## src/rtl/alu181_pkg.sv

```systemverilog
`default_nettype none
// ============================================================================
//  Module   : alu181_pkg
//  Purpose  : Shared 74181 function-select encodings and sequencer state type
//  Revision : 1.0  initial release
// ============================================================================
package alu181_pkg;

    // 74181 S3..S0 encodings for common operations (active-high data)
    localparam logic [3:0] FN_INC = 4'b0000;  // M=0, cin_n=0 : A plus 1
    localparam logic [3:0] FN_SUB = 4'b0110;  // M=0, cin_n=0 : A minus B
    localparam logic [3:0] FN_ADD = 4'b1001;  // M=0          : A plus B
    localparam logic [3:0] FN_XOR = 4'b0110;  // M=1          : A xor B
    localparam logic [3:0] FN_AND = 4'b1011;  // M=1          : A and B
    localparam logic [3:0] FN_OR  = 4'b1110;  // M=1          : A or B

    localparam logic MODE_ARITH = 1'b0;
    localparam logic MODE_LOGIC = 1'b1;

    typedef enum logic [1:0] {
        IDLE = 2'd0,
        RUN  = 2'd1,
        DONE = 2'd2
    } state_t;

    // Width of the nibble index; never narrower than one bit
    function automatic int idx_width(input int n);
        return (n > 1) ? $clog2(n) : 1;
    endfunction

endpackage
`default_nettype wire

```

## src/rtl/alu181_nibble_sequencer.sv

```systemverilog
`default_nettype none
// ============================================================================
//  Module   : alu181_nibble_sequencer
//  Purpose  : Drives one external 74181 slice a nibble per cycle, LSB first,
//             chaining the carry through a register, and returns the wide
//             result with final carry and A=B flag.
//  Revision : 1.0  initial release
// ============================================================================
module alu181_nibble_sequencer
    import alu181_pkg::*;
#(
    parameter int NIBBLES = 4
) (
    input  logic                   clk,
    input  logic                   rst_n,
    input  logic                   req_valid,
    output logic                   req_ready,
    input  logic [4*NIBBLES-1:0]   req_a,
    input  logic [4*NIBBLES-1:0]   req_b,
    input  logic [3:0]             req_s,
    input  logic                   req_m,
    input  logic                   req_cin_n,
    output logic                   rsp_valid,
    input  logic                   rsp_ready,
    output logic [4*NIBBLES-1:0]   rsp_f,
    output logic                   rsp_cout_n,
    output logic                   rsp_aeqb,
    output logic [3:0]             alu_a,
    output logic [3:0]             alu_b,
    output logic [3:0]             alu_s,
    output logic                   alu_m,
    output logic                   alu_ci_n,
    input  logic [3:0]             alu_f,
    input  logic                   alu_co,
    input  logic                   alu_aeqb
);

    localparam int W     = 4 * NIBBLES;
    localparam int IDX_W = idx_width(NIBBLES);
    localparam logic [IDX_W-1:0] LAST_IDX = IDX_W'(NIBBLES - 1);

    state_t             r_state;
    state_t             w_next;
    logic [IDX_W-1:0]   r_idx;
    logic [W-1:0]       r_a;
    logic [W-1:0]       r_b;
    logic [W-1:0]       r_f;
    logic [3:0]         r_s;
    logic               r_m;
    logic               r_carry_n;
    logic               r_eq;

    logic               w_req_fire;
    logic               w_last;
    logic [W-1:0]       w_a_sh;
    logic [W-1:0]       w_b_sh;

    assign w_req_fire = req_valid && (r_state == IDLE);
    assign w_last     = (r_idx == LAST_IDX);

    // State register
    always_ff @(posedge clk or negedge rst_n) begin
        if (!rst_n) begin
            r_state <= IDLE;
        end else begin
            r_state <= w_next;
        end
    end

    // Next-state: accept in IDLE, one RUN cycle per nibble, hold DONE until consumed
    always_comb begin
        w_next = r_state;
        case (r_state)
            IDLE:    if (w_req_fire) w_next = RUN;
            RUN:     if (w_last)     w_next = DONE;
            DONE:    if (rsp_ready)  w_next = IDLE;
            default: w_next = IDLE;
        endcase
    end

    // Operand capture, per-nibble result assembly and carry/equality chaining
    always_ff @(posedge clk or negedge rst_n) begin
        if (!rst_n) begin
            r_idx     <= '0;
            r_a       <= '0;
            r_b       <= '0;
            r_f       <= '0;
            r_s       <= '0;
            r_m       <= 1'b0;
            r_carry_n <= 1'b1;
            r_eq      <= 1'b1;
        end else begin
            case (r_state)
                IDLE: begin
                    if (w_req_fire) begin
                        r_a       <= req_a;
                        r_b       <= req_b;
                        r_s       <= req_s;
                        r_m       <= req_m;
                        r_carry_n <= req_cin_n;
                        r_idx     <= '0;
                        r_eq      <= 1'b1;
                    end
                end
                RUN: begin
                    for (int k = 0; k < NIBBLES; k++) begin
                        if (r_idx == IDX_W'(k)) begin
                            r_f[4*k +: 4] <= alu_f;
                        end
                    end
                    r_eq <= r_eq & alu_aeqb;
                    // Logic mode has no inter-nibble carry
                    if (!r_m) begin
                        r_carry_n <= ~alu_co;
                    end
                    if (!w_last) begin
                        r_idx <= r_idx + IDX_W'(1);
                    end
                end
                default: ;
            endcase
        end
    end

    assign w_a_sh = r_a >> {r_idx, 2'b00};
    assign w_b_sh = r_b >> {r_idx, 2'b00};

    // Slice inputs come only from registers during RUN; parked at reset values otherwise
    always_comb begin
        alu_a    = 4'h0;
        alu_b    = 4'h0;
        alu_s    = 4'h0;
        alu_m    = 1'b0;
        alu_ci_n = 1'b1;
        if (r_state == RUN) begin
            alu_a    = w_a_sh[3:0];
            alu_b    = w_b_sh[3:0];
            alu_s    = r_s;
            alu_m    = r_m;
            alu_ci_n = r_carry_n;
        end
    end

    assign req_ready  = (r_state == IDLE);
    assign rsp_valid  = (r_state == DONE);
    assign rsp_f      = r_f;
    assign rsp_cout_n = (r_state == DONE) ? (r_m | r_carry_n) : 1'b1;
    assign rsp_aeqb   = (r_state == DONE) & r_eq;

endmodule
`default_nettype wire

```

## config.mk

```make
export PLATFORM = sky130hd
export DESIGN_NAME = alu181_nibble_sequencer
export DESIGN_NICKNAME = d
export VERILOG_FILES = /design/src/rtl/alu181_pkg.sv /design/src/rtl/alu181_nibble_sequencer.sv
export SDC_FILE = /design/constraint.sdc
export NUM_CORES = 1
export LEC_CHECK = 0
export ABC_AREA = 1
export CORE_ASPECT_RATIO = 1.2
export CORE_UTILIZATION = 47
export CTS_BUF_LIST = sky130_fd_sc_hd__clkbuf_16
export DETAILED_ROUTE_END_ITERATION = 7
export PLACE_DENSITY = 0.87
export SYNTH_ARGS = -nofsm -noshare
export SYNTH_HDL_FRONTEND = slang
export SYNTH_SLANG_ARGS = --single-unit
```

## constraint.sdc

```tcl
create_clock -name clk -period 1.65 [get_ports clk]
set_clock_uncertainty 0.15 [all_clocks]
set_input_delay 0.2475 -clock clk [delete_from_list [all_inputs] [get_ports clk]]
set_output_delay 0.2475 -clock clk [all_outputs]
set_load 0.005 [all_outputs]
```

==> results.json <==
{
  "powerDensity_nw_per_um2": 2020,
  "nets": 482,
  "r2r_cells": 8,
  "crit_required_ns": 1.25,
  "hold_end": "r_eq$_DFFE_PN1P_",
  "synth_cells": 319,
  "yosys_warnings": 0,
  "cts_tree": "built",
  "period_minus_slack_ns": 1.83,
  "drc_errors": 0,
  "finalHoldViolations": 0,
  "yosysTopAreaCell": "dfrtp_1",
  "coreArea_um2": 5630,
  "cts.path.max_buffers": 2,
  "syn_nets": 371,
  "stdcell_count": 498,
  "via_per_inst": 5.31,
  "cts_sinks": 59,
  "rrSetupSlack_ns": -0.06,
  "grtUsageMet2_pct": 41.1,
  "htree_levels": 3,
  "grt_overflow": 0,
  "yosys.cell_types.count": 23,
  "fin_util_pct": 76.9,
  "place_inst": 474,
  "worstSkewPairLatency_ns": 0.32,
  "p_leak_uw": 0.00209,
  "synth.cell_area_um2": 2740,
  "synth_seq_cells": 59,
  "port_buffers": 81,
  "root_buffer": "clkbuf_16",
  "fp.dieH_um": 85.6,
  "path_max_fanout": 17,
  "place_hpwl_mm": 4.58,
  "path_class": "flip-flop to output pin",
  "clk_pin_slew_worst_paths_ns": 0.05,
  "routed_wl_mm": 8.09,
  "violations": "negative setup slack",
  "grt_start_max_net_pins": 60,
  "grt_util_all_layers_pct": 24.5,
  "synth.area.top_cells": "dfrtp_1, nand2_1, a21oi_1",
  "setup_ws_ns": -0.182,
  "r2r-start": "r_state[0]$_DFFE_PN0P_",
  "hold_depth": 2,
  "cts-buffers-inserted": 9,
  "drv_slew": 0,
  "timing.fmax_ghz": 0.546,
  "nFillCells": 346,
  "rsz0062_at_grt": "true",
  "syn_area_per_cell_um2": 8.57,
  "die_w_um": 71.6,
  "gp_congestion": 0.826,
  "slew_headroom_pct": 64.6,
  "cap_violations": 0,
  "hold_path.startpoint": "r_eq$_DFFE_PN1P_",
  "timing.rr.end": "r_a[9]$_DFFE_PN0P_",
  "grt.busiest_layer": "met2",
  "netlist.area_leader.share_pct": 52.2,
  "rows": 30,
  "grtUsageMet3_pct": 7.29,
  "area_delta_synth_final_pct": 58.3,
  "worstMarginPinSlew_ns": 0.529,
  "num_vias": 2642,
  "fin_crit_sh_pct": 111,
  "antenna_found_initial": 0,
  "setup_viol": 15,
  "wl_per_cell_um": 16.2,
  "initial_core_util_pct": 48.6,
  "antennaDiodeCount": 0,
  "io_pins": 82,
  "status": "finished, violations left",
  "drive_gt1_share_pct": 30.0,
  "vdd_drop_max_mv": 1.13,
  "worst_setup_path_end_kind": "output pin",
  "dr.pass1.iters": 4,
  "crit_path_start_kind": "flip-flop",
  "drtAntennaViolNets": 0,
  "hold_path_class": "flip-flop to flip-flop",
  "met1_usage_pct": 28.5,
  "grt_pass1_wl_mm": 11.2,
  "cp_data_arrival_time_ns": 1.43,
  "first_global_vias": 2388,
  "first_iter_violations": 215,
  "die_area_um2": 6130,
  "yosysSeqAreaShare_pct": 54.1
}
[worst max-delay path by stage]
| stage | cells past startpoint | slack [ns] | from | endpoint |
|---|---|---|---|---|
| finish | 5 | -0.18 | r_idx[0]$_DFFE_PN0P_ | alu_b[0] |
| floorplan | 7 | 0.16 | r_idx[0]$_DFFE_PN0P_ | rsp_f[0]$_DFFE_PN0P_ |
| detailed placement | 5 | -0.17 | r_idx[0]$_DFFE_PN0P_ | alu_a[3] |
| global route | 5 | -0.23 | r_idx[0]$_DFFE_PN0P_ | alu_a[3] |
| global placement | 5 | -0.15 | r_idx[0]$_DFFE_PN0P_ | alu_a[1] |
| CTS | 5 | -0.12 | r_idx[0]$_DFFE_PN0P_ | alu_a[3] |
[cell usage in the layout, fill, tap and decap left out, types with 11 or more instances in the layout]
cell type	count
a21oi_1	33
a21oi_2	12
buf_2	13
buf_6	12
clkbuf_16	12
clkdlybuf4s50_1	62
dfrtp_1	56
inv_1	44
nand2_1	55
nand3_1	12
nor2_1	11
nor2_2	27
o21ai_0	13
[cells by family after synthesis]
logic type	Yosys count	share of synthesized area, %
buffers and inverters	60	10.3
adder cells (fa/ha/maj)	4	1.83
AND/OR/NAND/NOR	131	20.9
AO/OA/AOI/OAI	65	12.9
flip-flops	59	54.1
[worst max-delay path, stage by stage (launching register included)]
cell and delay, ns:
dfrtp_2 0.45, buf_12 0.17, nand2_1 0.08, nand3_1 0.10
a21oi_1 0.18, buf_2 0.14
[layout make-up]
class	instances	area, µm²	share of cell area (%)
inverter	47	184	4.25
multi-input combinational	202	1190	27.6
clock buffer	9	225	5.20
clock inverter	6	48.8	1.13
tap	64	80.1	1.85
timing repair buffer	111	1120	25.8
sequential	59	1480	34.2
[stage by stage]
step           area [µm²]  total power (µW)  setup slack [ns]  hold WS (ns)  setup TNS [ns]
2_1_floorplan        2740              4480             0.163        -0.198               0
3_3_place_gp         3740              6230            -0.149         0.126           -1.23
3_5_place_dp         3740              6350            -0.175         0.125           -1.33
4_1_cts              4050              8110            -0.121         0.323           -1.01
5_1_grt              4330              9300            -0.226         0.337           -3.08
6_report             4330              8740            -0.182         0.324           -1.25
[per-layer routing]
layer  wire (µm)  up-vias
li1            -     1226
met3         533       27
met1        3000     1261
met2        4220      128
met4         334        0
met5           0        -
[timing repair]
action	4_1_cts	5_1_grt
gates resized for setup	81	59
endpoints found under the hold margin	57	0
setup buffers	1	2
gates cloned	0	5
endpoints found under the setup margin	18	48
hold buffers	1	0
pin swaps	4	2
[cells in the mapped netlist (all sizes together)]
library cell,instances
inv,46
o21ai,19
ha,4
buf,12
dfstp,2
nor2,45
a21oi,45
clkinv,1
nand2,64
dfrtp,57
o31ai,1
clkbuf,1
and3,1
nand3,21
[where the power goes]
part           internal (µW)  switching, µW  total, µW
sequential              2170            295       2460
combinational           2120           2420       4540
clock                   1130            605       1730
total                   5420           3320       8740
[flip-flops by register name (all words and copies together), names as in the netlist]
| name | cells |
|---|---|
| r_eq | 1 |
| r_idx | 2 |
| r_b | 16 |
| r_s | 4 |
| r_m | 1 |
| r_a | 16 |
| r_carry_n | 1 |
| r_state | 2 |
| rsp_f | 16 |
(Power assumes the default switching activity.)
